===== src/rtl/jk_counter_ctrl_pkg.sv =====
// jk_counter_ctrl_pkg: shared FSM state codes and JK drive codes
package jk_counter_ctrl_pkg;

   typedef logic [1:0] state_t;
   typedef logic [1:0] jk_code_t;

   localparam state_t ST_IDLE = 2'd0;
   localparam state_t ST_LOAD = 2'd1;
   localparam state_t ST_RUN  = 2'd2;
   localparam state_t ST_DONE = 2'd3;

   localparam jk_code_t JK_HOLD   = 2'd0;
   localparam jk_code_t JK_LOAD   = 2'd1;
   localparam jk_code_t JK_TOGGLE = 2'd2;

   // Turns a drive code plus the bit to load into the {J,K} pair of one cell.
   function automatic logic [1:0] jk_drive(input jk_code_t code, input logic b);
      return (code == JK_TOGGLE) ? 2'b11 : (code == JK_LOAD) ? {b, ~b} : 2'b00;
   endfunction

endpackage


===== src/rtl/jk_counter_ctrl_cell.sv =====
// jk_cell: single posedge JK flip-flop with synchronous active-high reset
module jk_cell (
   input  logic clk,
   input  logic rst,
   input  logic j_i,
   input  logic k_i,
   output logic q_o,
   output logic qb_o
);

   logic q_q;

   // JK truth table: 00 hold, 01 clear, 10 set, 11 toggle.
   always_ff @(posedge clk) begin
      if (rst) q_q <= 1'b0;
      else     q_q <= (j_i & k_i) ? ~q_q : j_i ? 1'b1 : k_i ? 1'b0 : q_q;
   end

   assign q_o  = q_q;
   assign qb_o = ~q_q;

endmodule


===== src/rtl/jk_counter_ctrl.sv =====
// jk_counter_ctrl: start/done sequencer driving a bank of JK cells as a programmable counter
module jk_counter_ctrl
   import jk_counter_ctrl_pkg::*;
#(
   parameter int W = 4
) (
   input  logic         clk,
   input  logic         rst,
   input  logic         start,
   input  logic         abort,
   input  logic         hold,
   input  logic         up_dn,
   input  logic         mode_wrap,
   input  logic [W-1:0] load_val,
   input  logic [W-1:0] term_val,
   output logic [W-1:0] count,
   output logic         busy,
   output logic         done
);

   state_t         state_q, state_d;
   logic [W-1:0]   load_cfg_q, term_cfg_q;
   logic           up_cfg_q, wrap_cfg_q;
   logic           done_q, done_d;
   logic           bank_load, bank_count;
   logic [W-1:0]   j, k, q, qb;
   logic           all1, all0, tog;
   jk_code_t       code;

   // Next-state and bank action; abort beats hold beats the terminal check.
   always_comb begin
      state_d    = state_q;
      done_d     = 1'b0;
      bank_load  = 1'b0;
      bank_count = 1'b0;
      case (state_q)
         ST_IDLE: state_d = start ? ST_LOAD : ST_IDLE;
         ST_LOAD: begin
            state_d   = abort ? ST_IDLE : ST_RUN;
            bank_load = ~abort;
         end
         ST_RUN: begin
            if (abort) state_d = ST_IDLE;
            else if (!hold) begin
               if (q == term_cfg_q) begin
                  done_d    = 1'b1;
                  bank_load = wrap_cfg_q;
                  state_d   = wrap_cfg_q ? ST_RUN : ST_DONE;
               end else begin
                  bank_count = 1'b1;
               end
            end
         end
         default: state_d = ST_IDLE;
      endcase
   end

   // Per-bit J/K: a bit toggles when all lower bits are ones (up) or zeros (down, via qb).
   always_comb begin
      all1 = 1'b1;
      all0 = 1'b1;
      tog  = 1'b0;
      code = JK_HOLD;
      j    = '0;
      k    = '0;
      for (int i = 0; i < W; i++) begin
         tog  = up_cfg_q ? all1 : all0;
         code = bank_load ? JK_LOAD : (bank_count && tog) ? JK_TOGGLE : JK_HOLD;
         {j[i], k[i]} = jk_drive(code, load_cfg_q[i]);
         all1 = all1 & q[i];
         all0 = all0 & qb[i];
      end
   end

   // State and registered done pulse.
   always_ff @(posedge clk) begin
      if (rst) begin
         state_q <= ST_IDLE;
         done_q  <= 1'b0;
      end else begin
         state_q <= state_d;
         done_q  <= done_d;
      end
   end

   // Run configuration is captured only by a start accepted in IDLE.
   always_ff @(posedge clk) begin
      if (rst) begin
         load_cfg_q <= '0;
         term_cfg_q <= '0;
         up_cfg_q   <= 1'b0;
         wrap_cfg_q <= 1'b0;
      end else if (state_q == ST_IDLE && start) begin
         load_cfg_q <= load_val;
         term_cfg_q <= term_val;
         up_cfg_q   <= up_dn;
         wrap_cfg_q <= mode_wrap;
      end
   end

   for (genvar g = 0; g < W; g++) begin : g_cell
      jk_cell u_cell (
         .clk  (clk),
         .rst  (rst),
         .j_i  (j[g]),
         .k_i  (k[g]),
         .q_o  (q[g]),
         .qb_o (qb[g])
      );
   end

   assign count = q;
   assign busy  = (state_q == ST_LOAD) || (state_q == ST_RUN);
   assign done  = done_q;

endmodule


===== config.mk =====
export PLATFORM = sky130hd
export DESIGN_NAME = jk_counter_ctrl
export DESIGN_NICKNAME = d
export VERILOG_FILES = /design/src/rtl/jk_counter_ctrl_pkg.sv /design/src/rtl/jk_counter_ctrl_cell.sv /design/src/rtl/jk_counter_ctrl.sv
export SDC_FILE = /design/constraint.sdc
export NUM_CORES = 1
export LEC_CHECK = 0
export BUFFER_PORTS_ARGS = -buffer_cell sky130_fd_sc_hd__clkbuf_2
export CORE_MARGIN = 1
export CORE_UTILIZATION = 51
export CTS_CLUSTER_SIZE = 24
export DETAILED_ROUTE_END_ITERATION = 10
export GPL_TIMING_DRIVEN = 1
export PLACE_DENSITY = 0.86
export SLEW_MARGIN = 30
export SYNTH_ARGS = -nofsm -noshare
export SYNTH_HDL_FRONTEND = slang
export SYNTH_SLANG_ARGS = --single-unit

===== constraint.sdc =====
create_clock -name clk -period 2.6 [get_ports clk]
set_input_delay 0 -clock clk [delete_from_list [all_inputs] [get_ports clk]]
set_output_delay 0 -clock clk [all_outputs]
set_load 0.1 [all_outputs]

# Word-level counts from Yosys, hierarchy flattened
# Cells that the tools add are included.
[word_totals]
output_inout_bits = 6
wordCells = 100
regBits = 17
inputBits = 15
[op_classes]
eq_ne = 13
n_mux = 47
n_reduce_logical = 12
bitwise = 18
[ops]
columns = ["op", "n"]
rows = [
  ["two-way mux 2 bit", 20],
  ["two-way mux 1 bit", 25],
  ["nonzero test 3 bit", 4],
  ["equality test 2 x 1 -> 1 bit (second input constant)", 5],
  ["equality test 2 bit (second input constant)", 5],
  ["NOT 1 bit", 10],
  ["bitwise AND 1 bit", 8],
  ["!= test 3 bit (second input constant)", 2],
  ["case mux 2 bit (3 select lines)", 1],
  ["equality test 4 bit", 1],
  ["logical AND 1 bit", 4],
  ["OR reduction 4 bit", 1],
  ["logical NOT 2 bit", 1],
  ["case mux 1 bit (2 select lines)", 1],
  ["AND reduction 2 bit", 1],
  ["logical OR 1 bit", 1],
]

# Logic depth before layout (Yosys ltp)
[depth]
depth_word = 14
mapped_depth = 8
depth_no_buf = 7

# By module
# Synthesis repeated with hierarchy kept, for this count alone.
[hier_totals]
cells_unflattened = 116
area_unflattened_um2 = 909.6
[by_module_without_submodules]
columns = ["module", "instances", "seq_area_each_um2", "cells_each", "area_per_inst_um2"]
rows = [
  ["jk_counter_ctrl", 1, 260.2, 100, 769.5],
  ["jk_cell", 4, 20.0, 4, 35.0],
]

# Worst setup path before layout
# Ideal clock, no wire load.
[synth_timing]
kind = "register to register"
start = "register state_q[0]"
end = "register g_cell[0].u_cell.q_q"
required_time_ns = 2.514
slack_ns = 0.485
setup_time_ns = 0.086
synth_period_minus_slack_ns = 2.115
arrival_time_ns = 2.029
stages_incl_launch_ff = 6
path_cell_list = "dfxtp_1 -> inv_1 -> ha_1 -> a32oi_1 -> o31a_1 -> a211oi_1"
[synth_via]
elab_chain_len = 9
elab_cells_between_ends = 14
cone_classes = "eq/ne (4); mux (8); bitwise (1); reduce/logical (1)"
[synth_rtl]
columns = ["element", "line_no", "text"]
rows = [
  ["start, declared", "jk_counter_ctrl.sv:21", "state_t state_q, state_d;"],
  ["start signal, assigned", "jk_counter_ctrl.sv:81", "state_q <= state_d;"],
  ["equality test 2 bit", "jk_counter_ctrl.sv:36", "case (state_q)"],
  ["two-way mux 1 bit", "jk_counter_ctrl.sv:36", ""],
  ["two-way mux 2 bit", "jk_counter_ctrl.sv:68", "code = bank_load ? JK_LOAD : (bank_count && tog) ? JK_TOGGLE : JK_HOLD;"],
  ["two-way mux 2 bit (*)", "jk_counter_ctrl.sv:68", ""],
  ["equality test 2 x 1 -> 1 bit", "jk_counter_ctrl_pkg.sv:18", "return (code == JK_TOGGLE) ? 2'b11 : (code == JK_LOAD) ? {b, ~b} : 2'b00;"],
  ["two-way mux 2 bit", "jk_counter_ctrl_pkg.sv:18", ""],
  ["two-way mux 2 bit (*)", "jk_counter_ctrl_pkg.sv:18", ""],
  ["bitwise AND 1 bit / two-way mux 1 bit (equally long branches)", "jk_counter_ctrl_cell.sv:16", "else q_q <= (j_i & k_i) ? ~q_q : j_i ? 1'b1 : k_i ? 1'b0 : q_q;"],
  ["nonzero test 3 bit (no source line) / two-way mux 1 bit (equally long branches)", "-", ""],
  ["end signal, assigned", "jk_counter_ctrl_cell.sv:16", ""],
  ["end, declared", "jk_counter_ctrl_cell.sv:11", "logic q_q;"],
]
# Mark *: on every way between the ends. The rest lies on a longest branch, timed or not.
# A chain may end at the register's enable or synchronous reset.

# Worst setup path after layout
# Same ends and word-level chain as after synthesis.

==> metrics <==
Layout Utilization 69.6%; worst clock skew 0.00183 ns; Setup TNS Final 0 ns; cell area after placement 970 um2; crit path capture g_cell[0].u_cell.q_o; endpoint type of the worst setup path flip-flop; reported leakage power 0.482 nW; FF+latch count, synth 17; part of the total power dissipated in sequential elements 50.7%; largest family of logic cells by synthesized area simple AND/OR/NAND/NOR gates; fraction of final layout cells sized beyond drive strength 1 22.6%; first-pass GRT wire length 3.27 mm; cell depth of the worst flop-to-flop path 7; category of the most critical setup path reg -> reg; CTS tree yes; capture point of the worst reg-to-reg path g_cell[0].u_cell.q_o; data arrival time at the worst-slack endpoint 2.22 ns; Largest delay share family, worst path simple AND/OR/NAND/NOR gates; time the final worst path needs with I/O delays and setup 2.01 ns; fraction of the mapped netlist area in simple logic gates 23.5%; count of pins on the block boundary 21; Post-Synthesis Mean Instance Area 8.35 um2; detailed-placement wirelength estimate 1.36 mm; post-layout worst setup margin 0.592 ns; cell at the root of the clock tree sky130_fd_sc_hd__clkbuf_4; sequential share of the synthesized area 37.4%; pin count of the biggest net entering global routing 18; GRT Total Usage 22.6%; area of all placed cells without fillers 1100 um2; number of hold violations in the final report 0; launch instance of the worst register-to-register path state_q[0]; run status completed; vias in the first global route 799; Tcrit/Tclk final 77.2%; Setup crit start kind flip-flop; number of buffers created by CTS 3; CP peak stage delay 0.53 ns; Slew @ Worst Pin 0.642 ns; Clk pin slew, worst setup/hold paths 0.10 ns; max-slew headroom at the worst pin 57.2%; Synth Net Count 128; launch point of the critical path state_q[0]; Area Overhead vs Synth 20.6%; Row Count 14; WL/cell 13.1 um; cell-internal power 383 uW; most frequent cells in the layout sky130_fd_sc_hd__nand2_1 (22), sky130_fd_sc_hd__clkbuf_2 (20), sky130_fd_sc_hd__dfxtp_1 (17); nets@finish 153; residual overflow from global routing 0; antenna fix cells 0; die extent in y 44.2 um; number of clock sinks 17; parity-gate share of the synthesized area counting xor and xnor cells 7.57%; Pre-antenna DRT Iters 4; Worst Hold Class in -> reg; worst slack after detailed placement 0.654 ns; Placed Cells 135; clock latency of the later-clocked register in the worst-skew pair 0.29 ns; critical path buffer and inverter count 1; share of synthesized area spent on multiplexers 1.10%; count of endpoints failing setup in the final report 0; core box area 1580 um2; Crit. path cell count 7; post-synthesis adder-cell area fraction 5.50%; minimum setup slack among reg-to-reg paths 0.59 ns; IR Drop Worst-Case VDD 0.380 mV; Starting Density 57.7%; Die Footprint 1960 um2; commonest non-fill, non-tap cell in the layout sky130_fd_sc_hd__nand2_1; Max FO, Critical Path 8; cells traversed along the worst timing path inv_1 -> ha_1 -> or3b_2 -> nor2_1 -> a32oi_1 -> o31a_1 -> a211oi_1; Net Switching 186 uW; Comb pwr share 23.7%; count of cell types in the netlist 29; number of synthesis warnings 0; Antenna Nets Post-Route 0; buffer levels on the longest clock path 2; setup repair bufs after CTS 0; Post-Synthesis Cell Area 910 um2; DRT Wirelength 1.96 mm; antenna violations before repair 0; total via count in the routed design 810; PwrDens 518 nW/um2; power share of the clock group 25.5%; CTS H-Tree Depth 1; Max-Cap Viols 0; horizontal extent of the die 44.2 um; setup repair after global routing missed its margin false; drt initial violations 17; post-route DRC violation count 0; Max stage delay cell, worst path sky130_fd_sc_hd__or3b_2; required time at the endpoint of the critical path 2.81 ns; fillcell total 124; weighted congestion reported at the end of routability-driven placement 0.763; IO Port Bufs 20; ratio of routed vias to standard cells 5.44; post-synthesis compound-gate area fraction 17.1%; switching power as a share of total power 32.7%; fin cells 149; maximum clock frequency 498 MHz; Mapped Cells 109; final slew viol count 0
## metal layers
| layer | GRT usage, % | share of wire (%) |
|---|---|---|
| met5 | 0 | 0 |
| met4 | 11.5 | 3.3 |
| met3 | 3.67 | 3.4 |
| met2 | 38.2 | 47 |
| met1 | 27.7 | 46 |
## Yosys cell counts
| master | number | share of area, % |
|---|---|---|
| sky130_fd_sc_hd__and2_1 | 2 | 1.4 |
| sky130_fd_sc_hd__or4_4 | 1 | 1.2 |
| sky130_fd_sc_hd__nor3_1 | 5 | 2.8 |
| sky130_fd_sc_hd__nor2_1 | 9 | 3.7 |
| sky130_fd_sc_hd__buf_6 | 1 | 1.2 |
| sky130_fd_sc_hd__nor4_1 | 1 | 0.69 |
| sky130_fd_sc_hd__clkbuf_1 | 4 | 1.7 |
| sky130_fd_sc_hd__nand2_1 | 22 | 9.1 |
| sky130_fd_sc_hd__nor2b_1 | 1 | 0.69 |
| sky130_fd_sc_hd__o21ai_0 | 2 | 1.1 |
| sky130_fd_sc_hd__xor2_1 | 3 | 2.9 |
| sky130_fd_sc_hd__nand2b_1 | 1 | 0.69 |
| sky130_fd_sc_hd__mux2i_1 | 1 | 1.1 |
| sky130_fd_sc_hd__o31a_1 | 1 | 0.96 |
| sky130_fd_sc_hd__buf_4 | 4 | 3.3 |
| sky130_fd_sc_hd__dfxtp_1 | 17 | 37 |
| sky130_fd_sc_hd__or3b_2 | 1 | 0.96 |
| sky130_fd_sc_hd__xor2_2 | 1 | 1.8 |
| sky130_fd_sc_hd__ha_1 | 4 | 5.5 |
| sky130_fd_sc_hd__xnor2_1 | 3 | 2.9 |
| sky130_fd_sc_hd__a2111oi_2 | 1 | 1.7 |
| sky130_fd_sc_hd__a21oi_1 | 12 | 6.6 |
| sky130_fd_sc_hd__a32oi_1 | 1 | 0.96 |
| sky130_fd_sc_hd__o21ai_4 | 1 | 1.8 |
| sky130_fd_sc_hd__inv_1 | 3 | 1.2 |
| sky130_fd_sc_hd__a211oi_1 | 4 | 3.3 |
| sky130_fd_sc_hd__buf_1 | 1 | 0.41 |
| sky130_fd_sc_hd__a31oi_1 | 1 | 0.69 |
| sky130_fd_sc_hd__nor4_4 | 1 | 2.3 |
## worst min-delay path, delay by kind of cell
kind                   cells  cell delay [ns]
buffers and inverters      2             0.15
AOI/OAI and AO/OA          2             0.15
## power groups by stage
| stage | Sequential [mW] | Clock [mW] | Combinational (mW) |
|---|---|---|---|
| floorplan | 0.290 | 0 | 0.101 |
| global placement | 0.293 | 0 | 0.118 |
| detailed placement | 0.294 | 0 | 0.121 |
| CTS | 0.288 | 0.143 | 0.134 |
| global route | 0.290 | 0.159 | 0.146 |
| finish | 0.288 | 0.145 | 0.135 |
## layout make-up
cell class | instances | area (um2) | share of cell area [%]
repair buffers | 30 | 200 | 18.2
inverters | 3 | 11.3 | 1.03
well taps | 16 | 20.0 | 1.82
flip-flops and latches | 17 | 340 | 31.0
clock inverters | 1 | 5.00 | 0.456
multi-input cells | 79 | 498 | 45.4
clock buffers | 3 | 22.5 | 2.05
## worst min path at each step
| stage | cells after the start | start | endpoint | slack, ns |
|---|---|---|---|---|
| floorplan | 2 | load_val[0] | load_cfg_q[0] | 0.14 |
| global placement | 3 | term_val[3] | term_cfg_q[3] | 0.22 |
| detailed placement | 3 | term_val[1] | term_cfg_q[1] | 0.23 |
| CTS | 4 | abort | state_q[1] | 0.05 |
| global route | 4 | abort | state_q[1] | 0.07 |
| finish | 4 | abort | state_q[1] | 0.05 |
## cells by family (layout without fill, tap and decap cells)
family	count (synthesis)	count (layout)
AOI/OAI and AO/OA	23	23
xor gates and xnor gates	7	7
adders and majority gates	4	4
buffers and inverters	13	37
DFF	17	17
muxes	1	1
and+or+nand+nor	44	44
## per-stage QoR
step	hold WS [ns]	power [mW]
after floorplan	0.136	0.391
after global placement	0.223	0.411
after detailed placement	0.230	0.415
after CTS	0.0524	0.565
after global routing	0.0707	0.595
final	0.0496	0.569
## flip-flops by register name, summed over array words and instances (netlist names)
| register | flops |
|---|---|
| g_cell.u_cell.q_o | 4 |
| load_cfg_q | 4 |
| term_cfg_q | 4 |
| state_q | 2 |
| done | 1 |
| up_cfg_q | 1 |
| wrap_cfg_q | 1 |
## what timing repair did
item / 4_1_cts / 5_1_grt
endpoints found under the hold margin: 10 / 0
gates resized for setup: 0 / 0
hold buffers: 10 / 0
Power figures use the tool's default switching activity.
